===== src/rtl/clock_divider_pkg.sv =====
// Shared constants and parameter helpers for the multi-channel clock divider.
package clock_divider_pkg;

    localparam int unsigned DEF_HALF_20HZ = 1250000;
    localparam int unsigned DEF_HALF_1HZ  = 25000000;

    // Channel-select width; never narrower than one bit so a single channel still has a select.
    function automatic int ch_width(input int n);
        return (n <= 1) ? 1 : $clog2(n);
    endfunction

endpackage


===== src/rtl/clock_divider_multi_if.sv =====
// Control and output bundle of the multi-channel clock divider.
interface clock_divider_multi_if #(
    parameter int NUM_CH = 4,
    parameter int CNT_W  = 24
);
    import clock_divider_pkg::*;

    localparam int CH_W = ch_width(NUM_CH);

    logic              en;
    logic              sync;
    logic              load;
    logic [CH_W-1:0]   load_ch;
    logic [CNT_W-1:0]  load_half;
    logic [NUM_CH-1:0] div_out;
    logic [NUM_CH-1:0] tick;
    logic              ack;

    modport master (
        output en, sync, load, load_ch, load_half,
        input  div_out, tick, ack
    );

    modport slave (
        input  en, sync, load, load_ch, load_half,
        output div_out, tick, ack
    );

endinterface


===== src/rtl/clock_divider_channel.sv =====
// One divider channel: half-period counter, active/shadow half-period and registered outputs.
module clock_divider_channel #(
    parameter int          CNT_W    = 24,
    parameter int unsigned DEF_HALF = 1250000
) (
    input  logic             clk_i,
    input  logic             rst_i,
    input  logic             en_i,
    input  logic             sync_i,
    input  logic             wr_i,
    input  logic [CNT_W-1:0] wr_half_i,
    output logic             div_o,
    output logic             tick_o
);

    localparam logic [CNT_W-1:0] DEF_L = CNT_W'(DEF_HALF);

    logic [CNT_W-1:0] cnt_q, cnt_d;
    logic [CNT_W-1:0] act_q, act_d;
    logic [CNT_W-1:0] shd_q, shd_d;
    logic             pend_q, pend_d;
    logic             div_q, div_d;
    logic             tick_q, tick_d;
    logic             stopped;
    logic             terminal;

    always_comb begin
        cnt_d    = cnt_q;
        act_d    = act_q;
        shd_d    = shd_q;
        pend_d   = pend_q;
        div_d    = div_q;
        tick_d   = 1'b0;
        stopped  = (act_q == '0);
        terminal = (cnt_q >= act_q - CNT_W'(1));

        if (sync_i) begin
            cnt_d = '0;
            div_d = 1'b0;
            if (pend_q) begin
                act_d  = shd_q;
                pend_d = 1'b0;
            end
            if (wr_i) begin
                shd_d  = wr_half_i;
                pend_d = 1'b1;
            end
        end else if (!en_i) begin
            if (wr_i) begin
                shd_d  = wr_half_i;
                pend_d = 1'b1;
            end
        end else if (stopped) begin
            // A stopped channel has no terminal count to wait for, so it adopts a new value at once.
            cnt_d = '0;
            div_d = 1'b0;
            if (wr_i) begin
                act_d  = wr_half_i;
                shd_d  = wr_half_i;
                pend_d = 1'b0;
            end else if (pend_q) begin
                act_d  = shd_q;
                pend_d = 1'b0;
            end
        end else begin
            if (terminal) begin
                cnt_d  = '0;
                tick_d = 1'b1;
                if (pend_q) begin
                    act_d  = shd_q;
                    pend_d = 1'b0;
                end
                div_d = (pend_q && shd_q == '0) ? 1'b0 : ~div_q;
            end else begin
                cnt_d = cnt_q + CNT_W'(1);
            end
            if (wr_i) begin
                shd_d  = wr_half_i;
                pend_d = 1'b1;
            end
        end
    end

    always_ff @(posedge clk_i) begin
        if (rst_i) begin
            cnt_q  <= '0;
            act_q  <= DEF_L;
            shd_q  <= DEF_L;
            pend_q <= 1'b0;
            div_q  <= 1'b0;
            tick_q <= 1'b0;
        end else begin
            cnt_q  <= cnt_d;
            act_q  <= act_d;
            shd_q  <= shd_d;
            pend_q <= pend_d;
            div_q  <= div_d;
            tick_q <= tick_d;
        end
    end

    assign div_o  = div_q;
    assign tick_o = tick_q;

endmodule


===== src/rtl/clock_divider_multi.sv =====
// Multi-channel clock divider: load decode, load acknowledge and fan-out to the channels.
module clock_divider_multi
    import clock_divider_pkg::*;
#(
    parameter int          NUM_CH   = 4,
    parameter int          CNT_W    = 24,
    parameter int unsigned DEF_HALF = DEF_HALF_20HZ
) (
    input  logic                  clk,
    input  logic                  rst,
    clock_divider_multi_if.slave  bus
);

    localparam int              CH_W     = ch_width(NUM_CH);
    localparam logic [CH_W:0]   NUM_CH_L = (CH_W + 1)'(NUM_CH);

    logic              load_ok;
    logic              ack_q, ack_d;
    logic [NUM_CH-1:0] wr;
    logic [NUM_CH-1:0] div_w;
    logic [NUM_CH-1:0] tick_w;

    // Out-of-range channel indices are dropped here and never acknowledged.
    always_comb begin
        load_ok = bus.load && ({1'b0, bus.load_ch} < NUM_CH_L);
        ack_d   = load_ok;
    end

    always_ff @(posedge clk) begin
        if (rst) begin
            ack_q <= 1'b0;
        end else begin
            ack_q <= ack_d;
        end
    end

    for (genvar i = 0; i < NUM_CH; i++) begin : g_ch
        assign wr[i] = load_ok && (bus.load_ch == CH_W'(i));

        clock_divider_channel #(
            .CNT_W    (CNT_W),
            .DEF_HALF (DEF_HALF)
        ) u_ch (
            .clk_i     (clk),
            .rst_i     (rst),
            .en_i      (bus.en),
            .sync_i    (bus.sync),
            .wr_i      (wr[i]),
            .wr_half_i (bus.load_half),
            .div_o     (div_w[i]),
            .tick_o    (tick_w[i])
        );
    end

    assign bus.div_out = div_w;
    assign bus.tick    = tick_w;
    assign bus.ack     = ack_q;

endmodule


===== src/flat_wrapper.sv =====
// flat-port wrapper written by rule: the top's interface ports become plain ports
module clock_divider_multi_flat import clock_divider_pkg::*;
#(
    parameter int          NUM_CH   = 4,
    parameter int          CNT_W    = 24,
    parameter int unsigned DEF_HALF = DEF_HALF_20HZ
)
  (clk, rst, bus_en, bus_sync, bus_load, bus_load_ch, bus_load_half, bus_div_out, bus_tick, bus_ack);
  clock_divider_multi_if #(.NUM_CH(NUM_CH), .CNT_W(CNT_W)) bus_i ();
  input  logic clk;
  input  logic rst;
  input wire logic [$bits(bus_i.en)-1:0] bus_en;
  input wire logic [$bits(bus_i.sync)-1:0] bus_sync;
  input wire logic [$bits(bus_i.load)-1:0] bus_load;
  input wire logic [$bits(bus_i.load_ch)-1:0] bus_load_ch;
  input wire logic [$bits(bus_i.load_half)-1:0] bus_load_half;
  output wire logic [$bits(bus_i.div_out)-1:0] bus_div_out;
  output wire logic [$bits(bus_i.tick)-1:0] bus_tick;
  output wire logic [$bits(bus_i.ack)-1:0] bus_ack;
  assign bus_i.en = bus_en;
  assign bus_i.sync = bus_sync;
  assign bus_i.load = bus_load;
  assign bus_i.load_ch = bus_load_ch;
  assign bus_i.load_half = bus_load_half;
  assign bus_div_out = bus_i.div_out;
  assign bus_tick = bus_i.tick;
  assign bus_ack = bus_i.ack;
  clock_divider_multi #(.NUM_CH(NUM_CH), .CNT_W(CNT_W), .DEF_HALF(DEF_HALF)) u_core (.clk(clk), .rst(rst), .bus(bus_i));
endmodule

===== config.mk =====
export PLATFORM = sky130hd
export DESIGN_NAME = clock_divider_multi_flat
export DESIGN_NICKNAME = d
export VERILOG_FILES = /design/src/rtl/clock_divider_pkg.sv /design/src/rtl/clock_divider_multi_if.sv /design/src/rtl/clock_divider_channel.sv /design/src/rtl/clock_divider_multi.sv /design/src/flat_wrapper.sv
export SDC_FILE = /design/constraint.sdc
export NUM_CORES = 1
export LEC_CHECK = 0
export BUFFER_PORTS_ARGS = -buffer_cell sky130_fd_sc_hd__buf_2
export CAP_MARGIN = 20
export CELL_PAD_IN_SITES_DETAIL_PLACEMENT = 1
export CELL_PAD_IN_SITES_GLOBAL_PLACEMENT = 1
export CORE_MARGIN = 8
export CORE_UTILIZATION = 44
export DETAILED_ROUTE_END_ITERATION = 8
export PLACE_DENSITY = 0.73
export SYNTH_ARGS = -nofsm -noshare
export SYNTH_HDL_FRONTEND = slang
export SYNTH_HIERARCHICAL = 1
export SYNTH_SLANG_ARGS = --single-unit

===== constraint.sdc =====
create_clock -name clk -period 4.1 [get_ports clk]
set_clock_uncertainty 0.05 [all_clocks]
set_input_delay 0.41 -clock clk [delete_from_list [all_inputs] [get_ports clk]]
set_output_delay 0.41 -clock clk [all_outputs]
set_load 0.02 [all_outputs]

==> results list <==
* Yosys reg bits: 301
- For this design the static power due to leakage is 0.00762 µW.
* Cell chosen for the clock root: clkbuf_16
- Highest Clock Rate: 256 MHz
- TNS Setup: 0 ps
* Routed Antenna Nets: 0
- Height of the die: 219 µm
* CP arrival: 4320 ps
- Cell Pwr Density: 329 nW/µm²
- Final worst path period share: 0.953
- Cells after synthesis: 2,105
* Post-CTS Hold Buffers: 0
* Largest net degree at the start of global routing: 57
- Area share of the leading cell type in the synthesized netlist: 0.331
* Fillers: 4,747
* Dominant cell type by count on the critical path: or3_4
- During I/O placement, the number of pins put on the boundary was 40.
- The die is 219 µm wide.
* Initial Util: 0.445
- Sequential standard cell area: 6030 µm²
- Number of synthesized flops with an enable pin: 0
* Max-slew violations: 0
* Critical path start-end classification: reg2reg
- After layout, the minimum clock period comes to 3910 ps.
- After clock tree synthesis, the clock-pin slew on the worst setup and hold paths is 60 ps.
* Maximum clock path buffer count: 3
- The worst-case IR drop observed on VDD is 243 µV.
- Clock tree synthesis inserted a total of 37 buffers.
- Number of setup violations in the final report: 0
- Nets: 2,326
- After detailed routing, the number of vias per cell comes to 6.03.
* Total inserted antenna cells: 0
- TritonCTS built the clock tree.
- The cell area that synthesis handed to floorplanning was 18,200 µm².
- Headroom to the max-slew limit came out at 0.216.
- Largest incremental delay on the critical path: 420 ps
- The area growth from synthesis to layout is 16.2%.
- Max-cap violations: 0
* Overall track demand over capacity in global routing: 0.241
- FP Rows: 74
- The first global-routing pass estimated 94,500 µm of wire.
- Deepest level of the CTS H-tree: 2
- Number of antenna violations at the first check in global routing: 0
* Final core area utilization: 0.517
- Filler-free cell count of the finished design: 2,749
- Total congestion overflow after global routing: 0
- In this run the mean area of a mapped cell was 8.64 µm².
- The count of buffers added on input and output ports is 39.
* Critical path capture point type: register
- The congestion estimate from routability-driven global placement came to 0.871.
* Share of cells above drive strength 1: 0.147
* Classification of the worst-slack hold path: in2reg
* Top fanout value on the critical path: 4
* DR DRC count: 0
- The Yosys step of the flow raised 6 warnings.
* Top flip-flop cell by instance count after synthesis: dfxtp_1
- Setup WS pre-CTS: -136 ps
- Synth area leader: dfxtp_1
- Final HPWL from detailed placement: 40,800 µm
- Asr flop ratio synth: 0
- STA classifies the critical path startpoint as a register.
- Total wire length after detailed routing: 58,900 µm
- The run finished with clean final reports.
- Least setup slack across all paths after layout: 191 ps
- The final hold violation count is 0.
* Die Outline Area: 48,100 µm²
- Combined area of the multi-input logic cells: 11,700 µm²
- Leading post-synthesis cells by cell area: dfxtp_1, mux2i_1, ha_1
* Routed WL per cell: 21.4 µm
* Syn nets: 2,240
- Detailed routing inserted a total of 16,600 vias.
- Required time reported for the critical path endpoint: 4510 ps
* Vias in the first global route: 17,400
- For the pin with the worst max-slew slack, the measured transition is 1180 ps.
- The core region is 40,800 µm².
* Slowest stage cell on the critical path: or3b_1
- Distinct cell type count after synthesis: 82
- Number of sinks driven by the clock tree: 301
- Setup repair after global routing left no endpoint under its margin.
- Number of detailed-routing iterations run before antenna repair: 5
- Post-synthesis sequential area ratio: 0.331
- Starting DRT DRC Count: 876
- Once placement completed, the tool counted placed cells totaling 2,679.
* Cells along the critical path: or3_1 -> or3b_1 -> or3_4 -> nor2_2 -> xnor2_1 -> ha_1 -> nand4_1 -> or3_4 -> nor4_4 -> o2bb2ai_2 -> o31ai_4 -> buf_4 -> a22o_1 -> a221oi_2
- Hold timing on the final database bottoms out at a slack of 69.9 ps.
* Skew-Pair Late Insertion Delay: 580 ps
[layout by cell type, fill, tap and decap left out, types with 9 or more instances in the layout]
| master | n |
|---|---|
| mux2i_1 | 160 |
| and3_1 | 19 |
| nand2_1 | 154 |
| nand3b_1 | 9 |
| nor2_1 | 234 |
| o32a_1 | 17 |
| buf_4 | 118 |
| nor3_1 | 77 |
| or3_1 | 29 |
| a21oi_1 | 68 |
| nor3_2 | 15 |
| nor2b_1 | 33 |
| nand3_1 | 57 |
| and4_1 | 21 |
| nor4_1 | 39 |
| or4_1 | 11 |
| o2bb2ai_1 | 12 |
| dfxtp_1 | 301 |
| clkbuf_16 | 37 |
| a211o_1 | 28 |
| xor2_1 | 66 |
| xnor2_1 | 94 |
| ha_1 | 104 |
| a22o_1 | 34 |
| o21ai_1 | 21 |
| a2bb2oi_1 | 26 |
| clkbuf_1 | 9 |
| o21ai_0 | 59 |
| inv_1 | 45 |
| buf_2 | 38 |
| nand4_1 | 42 |
| nand2b_1 | 9 |
| o311ai_1 | 13 |
| o21ai_2 | 14 |
| a211oi_1 | 17 |
[repair_timing]
item	CTS	global route
setup buffers	0	4
resized for setup	13	46
endpoints found under the setup margin	117	194
pin swaps	2	15
cloned	0	1
[power by group]
group / switching, µW / internal, µW
registers: 54.2 / 2970
clock network: 1350 / 2130
logic: 289 / 150
[layer usage]
metal / global-route usage / wire length, µm / vias up
li1: - / - / 7873
met1: 0.300 / 26500 / 8312
met2: 0.420 / 28900 / 296
met3: 0.0363 / 2060 / 97
met4: 0.0767 / 1430 / 0
met5: 0 / 0 / -
[cell usage after synthesis, drive strengths merged (4+ instances only)]
library cell and number:
a211o 28, a211oi 17, a21o 7, a21oi 79
a221oi 8, a22o 34, a2bb2oi 26, a31o 4
a31oi 6, a41oi 5, and2 8, and3 20
and4 21, buf 42, clkbuf 77, dfxtp 301
ha 104, inv 45, mux2i 160, nand2 158
nand2b 10, nand3 58, nand3b 9, nand4 43
nor2 238, nor2b 34, nor3 93, nor3b 6
nor4 55, o211ai 5, o21a 7, o21ai 94
o22ai 6, o2bb2ai 14, o311ai 16, o32a 17
o32ai 8, or2 5, or3 32, or4 13
xnor2 94, xor2 66
[kinds of logic (layout without fill, tap and decap cells)]
| kind of cell | count (synthesis) | after routing | share of synthesized area |
|---|---|---|---|
| and+or+nand+nor | 812 | 812 | 0.229 |
| AOI/OAI and AO/OA | 403 | 403 | 0.163 |
| DFF | 301 | 301 | 0.331 |
| buffers and inverters | 165 | 277 | 0.0401 |
| xor gates and xnor gates | 160 | 160 | 0.0771 |
| muxes | 160 | 160 | 0.0881 |
| adders and majority gates | 104 | 104 | 0.0716 |
[metrics by stage]
| stage | instance area (µm²) | total power [µW] |
|---|---|---|
| 6_report | 21100 | 6950 |
| 5_1_grt | 21100 | 7160 |
| 4_1_cts | 20900 | 7010 |
| 3_5_place_dp | 19500 | 3520 |
| 3_3_place_gp | 19500 | 3500 |
| 2_1_floorplan | 18200 | 3320 |
[final cells by class]
type | count | area share
flip-flops and latches | 301 | 0.285
clock inverters | 11 | 0.00977
inverters | 46 | 0.00817
clock buffers | 54 | 0.0506
multi-input cells | 1639 | 0.555
repair buffers | 166 | 0.0592
well taps | 532 | 0.0315
[worst paths after layout]
| check | cells past startpoint | slack, ps | start | endpoint |
|---|---|---|---|---|
| min reg2reg | 2 | 440 | u_core/g_ch[0].u_ch/div_o | u_core/g_ch[0].u_ch/div_o |
| max reg2reg | 14 | 190 | u_core/g_ch[2].u_ch/act_q[11] | u_core/g_ch[2].u_ch/act_q[21] |
| max | 14 | 190 | u_core/g_ch[2].u_ch/act_q[11] | u_core/g_ch[2].u_ch/act_q[21] |
| min | 2 | 70 | bus_load | u_core/bus.ack |
[worst max-delay path, delay by kind of cell, from the launching register on]
| family | cells | cell delay, ps |
|---|---|---|
| compound gates | 4 | 800 |
| xor+xnor | 1 | 70 |
| fa+ha+maj | 1 | 330 |
| buf+inv | 1 | 170 |
| flops | 1 | 310 |
| simple gates | 7 | 2090 |
[registers in the layout, indices dropped and copies added (netlist names)]
signal                   cells
u_core/g_ch.u_ch/act_q      96
u_core/g_ch.u_ch/cnt_q      96
u_core/g_ch.u_ch/shd_q      96
u_core/g_ch.u_ch/div_o       4
u_core/g_ch.u_ch/pend_q      4
u_core/g_ch.u_ch/tick_o      4
u_core/bus.ack               1
(Power assumes the default switching activity.)
